[src/rtl/sled7_scan_if.sv]
// Display-driver bus: value/load/blank from the CPU side, SEG/DIG/FRAME to the panel.
interface sled7_scan_if #(
  parameter int DIGITS = 4
);
  logic [4*DIGITS-1:0] VALUE;
  logic                LOAD;
  logic [DIGITS-1:0]   BLANK_MASK;
  logic [6:0]          SEG;
  logic [DIGITS-1:0]   DIG;
  logic                FRAME;

  modport master (output VALUE, LOAD, BLANK_MASK, input SEG, DIG, FRAME);
  modport slave  (input VALUE, LOAD, BLANK_MASK, output SEG, DIG, FRAME);
endinterface

[src/rtl/sled7_scan.sv]
// Multiplexed N-digit hex 7-segment scanner with tear-free double-buffered loads.
// Optional leading-zero suppression when SLED7_LZS_EN is defined.
module sled7_dec (
  input  logic [3:0] nib,
  output logic [6:0] seg
);
  always_comb begin
    seg = 7'b0000000;
    case (nib)
      4'h0: seg = 7'b1111110;
      4'h1: seg = 7'b0110000;
      4'h2: seg = 7'b1101101;
      4'h3: seg = 7'b1111001;
      4'h4: seg = 7'b0110011;
      4'h5: seg = 7'b1011011;
      4'h6: seg = 7'b1011111;
      4'h7: seg = 7'b1110000;
      4'h8: seg = 7'b1111111;
      4'h9: seg = 7'b1110011;
      4'hA: seg = 7'b1110111;
      4'hB: seg = 7'b0011111;
      4'hC: seg = 7'b0001101;
      4'hD: seg = 7'b0111101;
      4'hE: seg = 7'b1001111;
      4'hF: seg = 7'b1000111;
    endcase
  end
endmodule

module sled7_scan #(
  parameter int DIGITS         = 4,
  parameter int SCAN_DIV       = 50000,
  parameter int DIG_ACTIVE_LOW = 0
) (
  input logic         CLK50M,
  input logic         RST_N,
  sled7_scan_if.slave bus
);
  localparam int PW = $clog2(SCAN_DIV);
  localparam int IW = (DIGITS > 1) ? $clog2(DIGITS) : 1;
  localparam logic [PW-1:0]     PRESC_MAX = PW'(SCAN_DIV - 1);
  localparam logic [IW-1:0]     IDX_MAX   = IW'(DIGITS - 1);
  localparam logic [DIGITS-1:0] DIG_OFF   = (DIG_ACTIVE_LOW != 0) ? '1 : '0;

  logic [PW-1:0]             presc;
  logic [IW-1:0]             idx;
  logic [4*DIGITS-1:0]       pending, display;
  logic                      pend_flag;
  logic [6:0]                seg_q;
  logic [DIGITS-1:0]         dig_q;
  logic                      frame_q;
  logic                      tick, wrap;
  logic [DIGITS-1:0][6:0]    seg_all;
  logic [DIGITS-1:0]         hide, dig_on;

  assign tick   = (presc == PRESC_MAX);
  assign wrap   = tick && (idx == IDX_MAX);
  assign dig_on = DIGITS'(1) << idx;

  // Scan timebase: prescaler and digit select
  always_ff @(posedge CLK50M or negedge RST_N) begin
    if (!RST_N) begin
      presc <= '0;
      idx   <= '0;
    end else begin
      presc <= tick ? '0 : presc + PW'(1);
      if (tick) idx <= (idx == IDX_MAX) ? '0 : idx + IW'(1);
    end
  end

  // Display only changes on the frame wrap so a frame never mixes two values
  always_ff @(posedge CLK50M or negedge RST_N) begin
    if (!RST_N) begin
      pending   <= '0;
      pend_flag <= 1'b0;
      display   <= '0;
    end else begin
      if (bus.LOAD) begin
        pending   <= bus.VALUE;
        pend_flag <= 1'b1;
      end
      if (wrap) begin
        pend_flag <= 1'b0;
        if (bus.LOAD)      display <= bus.VALUE;
        else if (pend_flag) display <= pending;
      end
    end
  end

  for (genvar g = 0; g < DIGITS; g++) begin : g_dec
    sled7_dec u_dec (.nib(display[4*g +: 4]), .seg(seg_all[g]));
  end

`ifdef SLED7_LZS_EN
  // A digit is suppressed when it and every digit above it are zero; digit 0 always shows
  always_comb begin
    logic seen;
    seen = 1'b0;
    hide = bus.BLANK_MASK;
    for (int i = DIGITS - 1; i >= 1; i--) begin
      seen    = seen | (display[4*i +: 4] != 4'h0);
      hide[i] = bus.BLANK_MASK[i] | ~seen;
    end
  end
`else
  assign hide = bus.BLANK_MASK;
`endif

  // First cycle of each slot is dead-time against ghosting between digits
  always_ff @(posedge CLK50M or negedge RST_N) begin
    if (!RST_N) begin
      seg_q   <= 7'b0000000;
      dig_q   <= DIG_OFF;
      frame_q <= 1'b0;
    end else begin
      frame_q <= wrap;
      if (presc == '0 || hide[idx]) begin
        seg_q <= 7'b0000000;
        dig_q <= DIG_OFF;
      end else begin
        seg_q <= seg_all[idx];
        dig_q <= dig_on ^ DIG_OFF;
      end
    end
  end

  assign bus.SEG   = seg_q;
  assign bus.DIG   = dig_q;
  assign bus.FRAME = frame_q;
endmodule
[src/flat_wrapper.sv]
// flat-port wrapper written by rule: the top's interface ports become plain ports
module sled7_scan_flat 
#(
  parameter int DIGITS         = 4,
  parameter int SCAN_DIV       = 50000,
  parameter int DIG_ACTIVE_LOW = 0
)
  (CLK50M, RST_N, bus_VALUE, bus_LOAD, bus_BLANK_MASK, bus_SEG, bus_DIG, bus_FRAME);
  sled7_scan_if #(.DIGITS(DIGITS)) bus_i ();
  input logic CLK50M;
  input logic RST_N;
  input wire logic [$bits(bus_i.VALUE)-1:0] bus_VALUE;
  input wire logic [$bits(bus_i.LOAD)-1:0] bus_LOAD;
  input wire logic [$bits(bus_i.BLANK_MASK)-1:0] bus_BLANK_MASK;
  output wire logic [$bits(bus_i.SEG)-1:0] bus_SEG;
  output wire logic [$bits(bus_i.DIG)-1:0] bus_DIG;
  output wire logic [$bits(bus_i.FRAME)-1:0] bus_FRAME;
  assign bus_i.VALUE = bus_VALUE;
  assign bus_i.LOAD = bus_LOAD;
  assign bus_i.BLANK_MASK = bus_BLANK_MASK;
  assign bus_SEG = bus_i.SEG;
  assign bus_DIG = bus_i.DIG;
  assign bus_FRAME = bus_i.FRAME;
  sled7_scan #(.DIGITS(DIGITS), .SCAN_DIV(SCAN_DIV), .DIG_ACTIVE_LOW(DIG_ACTIVE_LOW)) u_core (.CLK50M(CLK50M), .RST_N(RST_N), .bus(bus_i));
endmodule
[config.mk]
export PLATFORM = sky130hd
export DESIGN_NAME = sled7_scan_flat
export DESIGN_NICKNAME = d
export VERILOG_FILES = /design/src/rtl/sled7_scan_if.sv /design/src/rtl/sled7_scan.sv /design/src/flat_wrapper.sv
export SDC_FILE = /design/constraint.sdc
export NUM_CORES = 1
export LEC_CHECK = 0
export ABC_AREA = 1
export ABC_CLOCK_PERIOD_IN_PS = 1500
export BUFFER_PORTS_ARGS = -buffer_cell sky130_fd_sc_hd__buf_2
export CORE_MARGIN = 4
export CORE_UTILIZATION = 25
export DETAILED_ROUTE_END_ITERATION = 16
export GPL_TIMING_DRIVEN = 0
export PLACE_DENSITY_LB_ADDON = 0.12
export SLEW_MARGIN = 20
export SYNTH_ARGS = -nofsm -noshare
export SYNTH_HDL_FRONTEND = slang
export SYNTH_SLANG_ARGS = --single-unit
[constraint.sdc]
create_clock -name CLK50M -period 1.5 [get_ports CLK50M]
set_input_delay 0.3 -clock CLK50M [delete_from_list [all_inputs] [get_ports CLK50M]]
set_output_delay 0.3 -clock CLK50M [all_outputs]
set_load 0.03 [all_outputs]
==> impl.org <==
** Logic synthesis
- During synthesis, Yosys emitted a total of 0 warnings.
- The number of nets in the synthesized netlist is 585.
- Synthesis produced 536 cells.
- Of the total synthesized cell area, the portion taken by AND, OR, NAND and NOR gates is 0.356.
- Top area cells in the synthesized netlist :: dfrtp_1 (41%), nand2_1 (21%), ha_1 (8.5%), inv_1 (5.4%), nor2_1 (5.3%)
- Of the total synthesized cell area, the portion taken by XOR and XNOR cells is 0.0159.
- Mean cell area of the mapped netlist :: 7.18 µm²
- Post-synthesis adder-cell area fraction :: 0.0845
- Of the post-synthesis cell area, the dominant cell type holds 0.410.
- The most used flip-flop cell after synthesis is dfrtp_1.
- The synthesized-area fraction occupied by ao, oa, aoi and oai cells is 0.0510.
- Share of synthesized registers carrying an async set or reset :: 1.00
- Total of flip-flops plus latches after synthesis :: 63
- The synthesized design contains 0 enable-type register cells.
- Of the synthesized area, sequential elements account for 0.410.
- The largest total area in the synthesized netlist belongs to dfrtp_1.
- Main combinational cell family by area after synthesis :: simple AND/OR/NAND/NOR gates
- The synthesized netlist contains 28 unique library cells.
- Multiplexer fraction of the synthesized cell area :: 0
- Summing every instance area after synthesis gives 0.00385 mm².

** Setup path
- The worst setup path is of the flip-flop to flip-flop kind.
- Slowest cell delay on critical path :: 0.39 ns
- For this design, the slowest cell found on the critical path is dfrtp_1.
- Worst path arrival time :: 1.77 ns
- In this run the worst path has a maximum fanout of 7.
- Type of element capturing the critical path :: flip-flop
- Library cell appearing most often on the critical path :: nand2_4
- Data on the critical path is required at its endpoint by 1.71 ns.
- Worst path cell trace :: ha_2 > nand2_4 > inv_4 > nand2_4 > nor2_4 > nand2_4 > buf_6 > clkinvlp_4 > nand2_1 > o21ai_1
- The worst setup path is launched from a flip-flop.

** Drt
- For this block, the initial DRC count from the detailed router was 147.
- The count of nets left with antenna violations once routing finished came out at 0.
- After detailed routing, the total wire length is 9900 µm.
- In the final routed layout, each cell accounts on average for 12.3 µm.
- The routed layout has 3,477 vias.
- The first TritonRoute pass finished after 4 iterations.
- Dividing the detail-routed via count by the number of cells gives 4.31.
- Residual DRC :: 0

** Global routing
- Entering global routing, the biggest net connects 51 pins.
- Number of global-route vias before repair :: 3,474
- Antenna violations before repair :: 0
- Total grt overflow :: 0
- First-pass GRT wire length :: 16,800 µm
- For this run, the total global-route usage over all layers was measured as 0.119.

** Clocking
- Clock tree synthesis inserted a total of 9 buffers.
- The longest clock path from root to sink contains 2 buffers.
- After clock tree synthesis, the clock-pin slew on the worst setup and hold paths is 0.05 ns.
- CTS sink count :: 63
- Clock root buffer master :: clkbuf_16
- Clock insertion delay at the later pin of the skew report :: 0.33 ns
- TritonCTS built the clock tree.
- The H-tree was split into 3 levels.

** Die
- The floorplan step defined a die boundary enclosing 0.0174 mm².
- The initialized floorplan defines 45 standard-cell rows.
- 35 I/O pins were placed.
- The total area inside the core boundary comes to 0.0151 mm².
- The floorplan step set the die height to 132 µm.
- Initial core utilization :: 0.254
- The floorplan step set the die width to 132 µm.

** Pwr
- The share of total power dissipated in sequential elements is 0.408.
- Pint :: 3320 µW
- Power share of the combinational group :: 0.109
- Summed over all nets, the switching power comes to 1110 µW.
- The share of total power dissipated in the clock network is 0.483.
- Maximum ir drop on the vdd rail :: 506 µV
- Static leakage power :: 0.00268 µW
- Overall power consumption after layout is estimated at 4430 µW.
- Power per cell area :: 858 mW/mm²
- Of the total power, the share spent switching nets is 0.250.

** Timing
- Setup violations remaining at the end of the flow were counted as 14.
- Transition time of the tightest slew-check pin :: 0.435 ns
- Upper clock frequency limit :: 0.641 GHz
- Dividing the final minimum period by the clock period gives 1.04.
- Subtracting the final worst setup slack from the clock period gives 1.56 ns.
- Worst max-slew margin expressed relative to the limit :: 0.710
- RSZ-0062 raised after global routing :: true
- Summed over all failing endpoints, the final setup total negative slack is -0.374 ns.
- Across the routed clock network, the largest skew measured is 0.00387 ns.
- The final number of hold-violating endpoints is 0.
- Max Transition Viols Final :: 0
- Across all setup checks in the final design, the least slack found is -0.0600 ns.

** Place
- Detailed placement ended at an HPWL of 7180 µm.
- Number of input and output port buffers inserted :: 33
- Before CTS, the worst setup slack after placement is -0.337 ns.
- At the end of routability-driven placement, the weighted congestion stood at 0.826.

** Cells and area
- Most common cell after layout, fill and taps aside :: nand2_1
- The filler cells instantiated in the layout total 1,632.
- Number of diodes added for antenna fixing :: 0
- Commonest non-fill, non-tap cells in the layout :: nand2_1 (195), dfrtp_1 (60), inv_1 (42)
- From synthesis to final layout, the design area changed by 34.1%.
- Fin nets :: 662
- In the final layout, the share of cells above drive strength 1 is 0.299.

** Job
- Max_cap viols :: 0

** Outcome
- The checks that failed: setup timing.
- Run status :: complete, but fails checks

** Min path
- Worst hold path type :: input port to flip-flop
layer usage:
| metal | share of wire | GRT usage | wire length, µm | vias to the layer above |
|---|---|---|---|---|
| met1 | 0.48 | 0.156 | 4770 | 1615 |
| met4 | 0.019 | 0.0438 | 187 | 0 |
| met2 | 0.47 | 0.193 | 4690 | 36 |
| li1 | - | - | - | 1814 |
| met5 | 0 | 0 | 0 | - |
| met3 | 0.025 | 0.0240 | 249 | 12 |
worst max-delay path, delay by kind of cell (launching register included):
kind / cells / cell delay (ns)
fa+ha+maj: 1 / 0.21
simple gates: 5 / 0.41
compound gates: 1 / 0.07
buf+inv: 3 / 0.35
flops: 1 / 0.39
per-stage QoR:
stage	area (µm²)	hold WS, ns	std cells	util
after detailed placement	4280	0.176	758	0.283
final	5160	0.198	806	0.341
after global placement	4250	0.461	757	0.281
after CTS	4820	0.178	797	0.318
after floorplan	3850	0.00441	536	-
after global routing	5160	0.206	806	0.341
power by group through the flow:
stage | sequential, µW | combinational (µW) | clock [µW]
6_report | 1800 | 483 | 2140
5_1_grt | 1810 | 559 | 2290
4_1_cts | 1800 | 448 | 2210
3_5_place_dp | 1830 | 418 | 0
3_3_place_gp | 1830 | 409 | 0
2_1_floorplan | 1860 | 228 | 0
repair_timing:
item                                    in CTS  in global routing
hold buffers                                 1                  0
resized for setup                           24                 86
endpoints found under the setup margin      30                 38
hold endpoints to repair                    13                  0
pin swaps                                    5                 20
buffers inserted                            21                 12
gates cloned                                 1                  0
synthesized netlist by cell type, types with 4 or more instances:
cell type / instances
nand3_1: 33
nor3_1: 7
dfrtp_1: 63
xor2_1: 7
inv_2: 6
a21oi_1: 19
clkbuf_1: 5
inv_1: 55
o21ai_0: 13
nor2_1: 54
ha_1: 26
nand2_1: 215
buf_2: 6
nand2_2: 4
state kept, by name, summed over array words and instances (netlist names):
signal	count
u_core.pending	16
u_core.bus.DIG	4
u_core.idx	2
u_core.bus.SEG	7
u_core.pend_flag	1
u_core.bus.FRAME	1
u_core.display	16
u_core.presc	16
cell families (layout without fill, tap and decap cells):
family,Yosys count,in the layout
AND/OR/NAND/NOR,326,326
XOR/XNOR,7,7
flip-flops,63,63
buffers and inverters,76,158
AO/OA/AOI/OAI,38,38
adder cells (fa/ha/maj),26,26
cell type report:
class | instances | area [µm²] | share of cell area
buffer | 13 | 88.8 | 0.0172
tap | 188 | 235 | 0.0456
clock buffer | 11 | 253 | 0.0490
inverter | 61 | 256 | 0.0497
timing repair buffer | 68 | 495 | 0.0960
clock inverter | 5 | 56.3 | 0.0109
multi-input combinational | 397 | 2200 | 0.426
sequential | 63 | 1580 | 0.306
worst paths after layout:
path,from,to,slack [ns],cells after the start
max in group asynchronous,RST_N,u_core.display[1],0.61,3
worst max-delay path,u_core.presc[0],u_core.idx[1],-0.06,10
worst max register to register,u_core.presc[0],u_core.idx[1],-0.06,10
min in group asynchronous,RST_N,u_core.presc[12],0.37,2
worst min-delay path,bus_VALUE[4],u_core.pending[4],0.20,3
worst min register to register,u_core.pending[4],u_core.pending[4],0.47,2
Note: power is estimated with default switching activity, not from simulation.
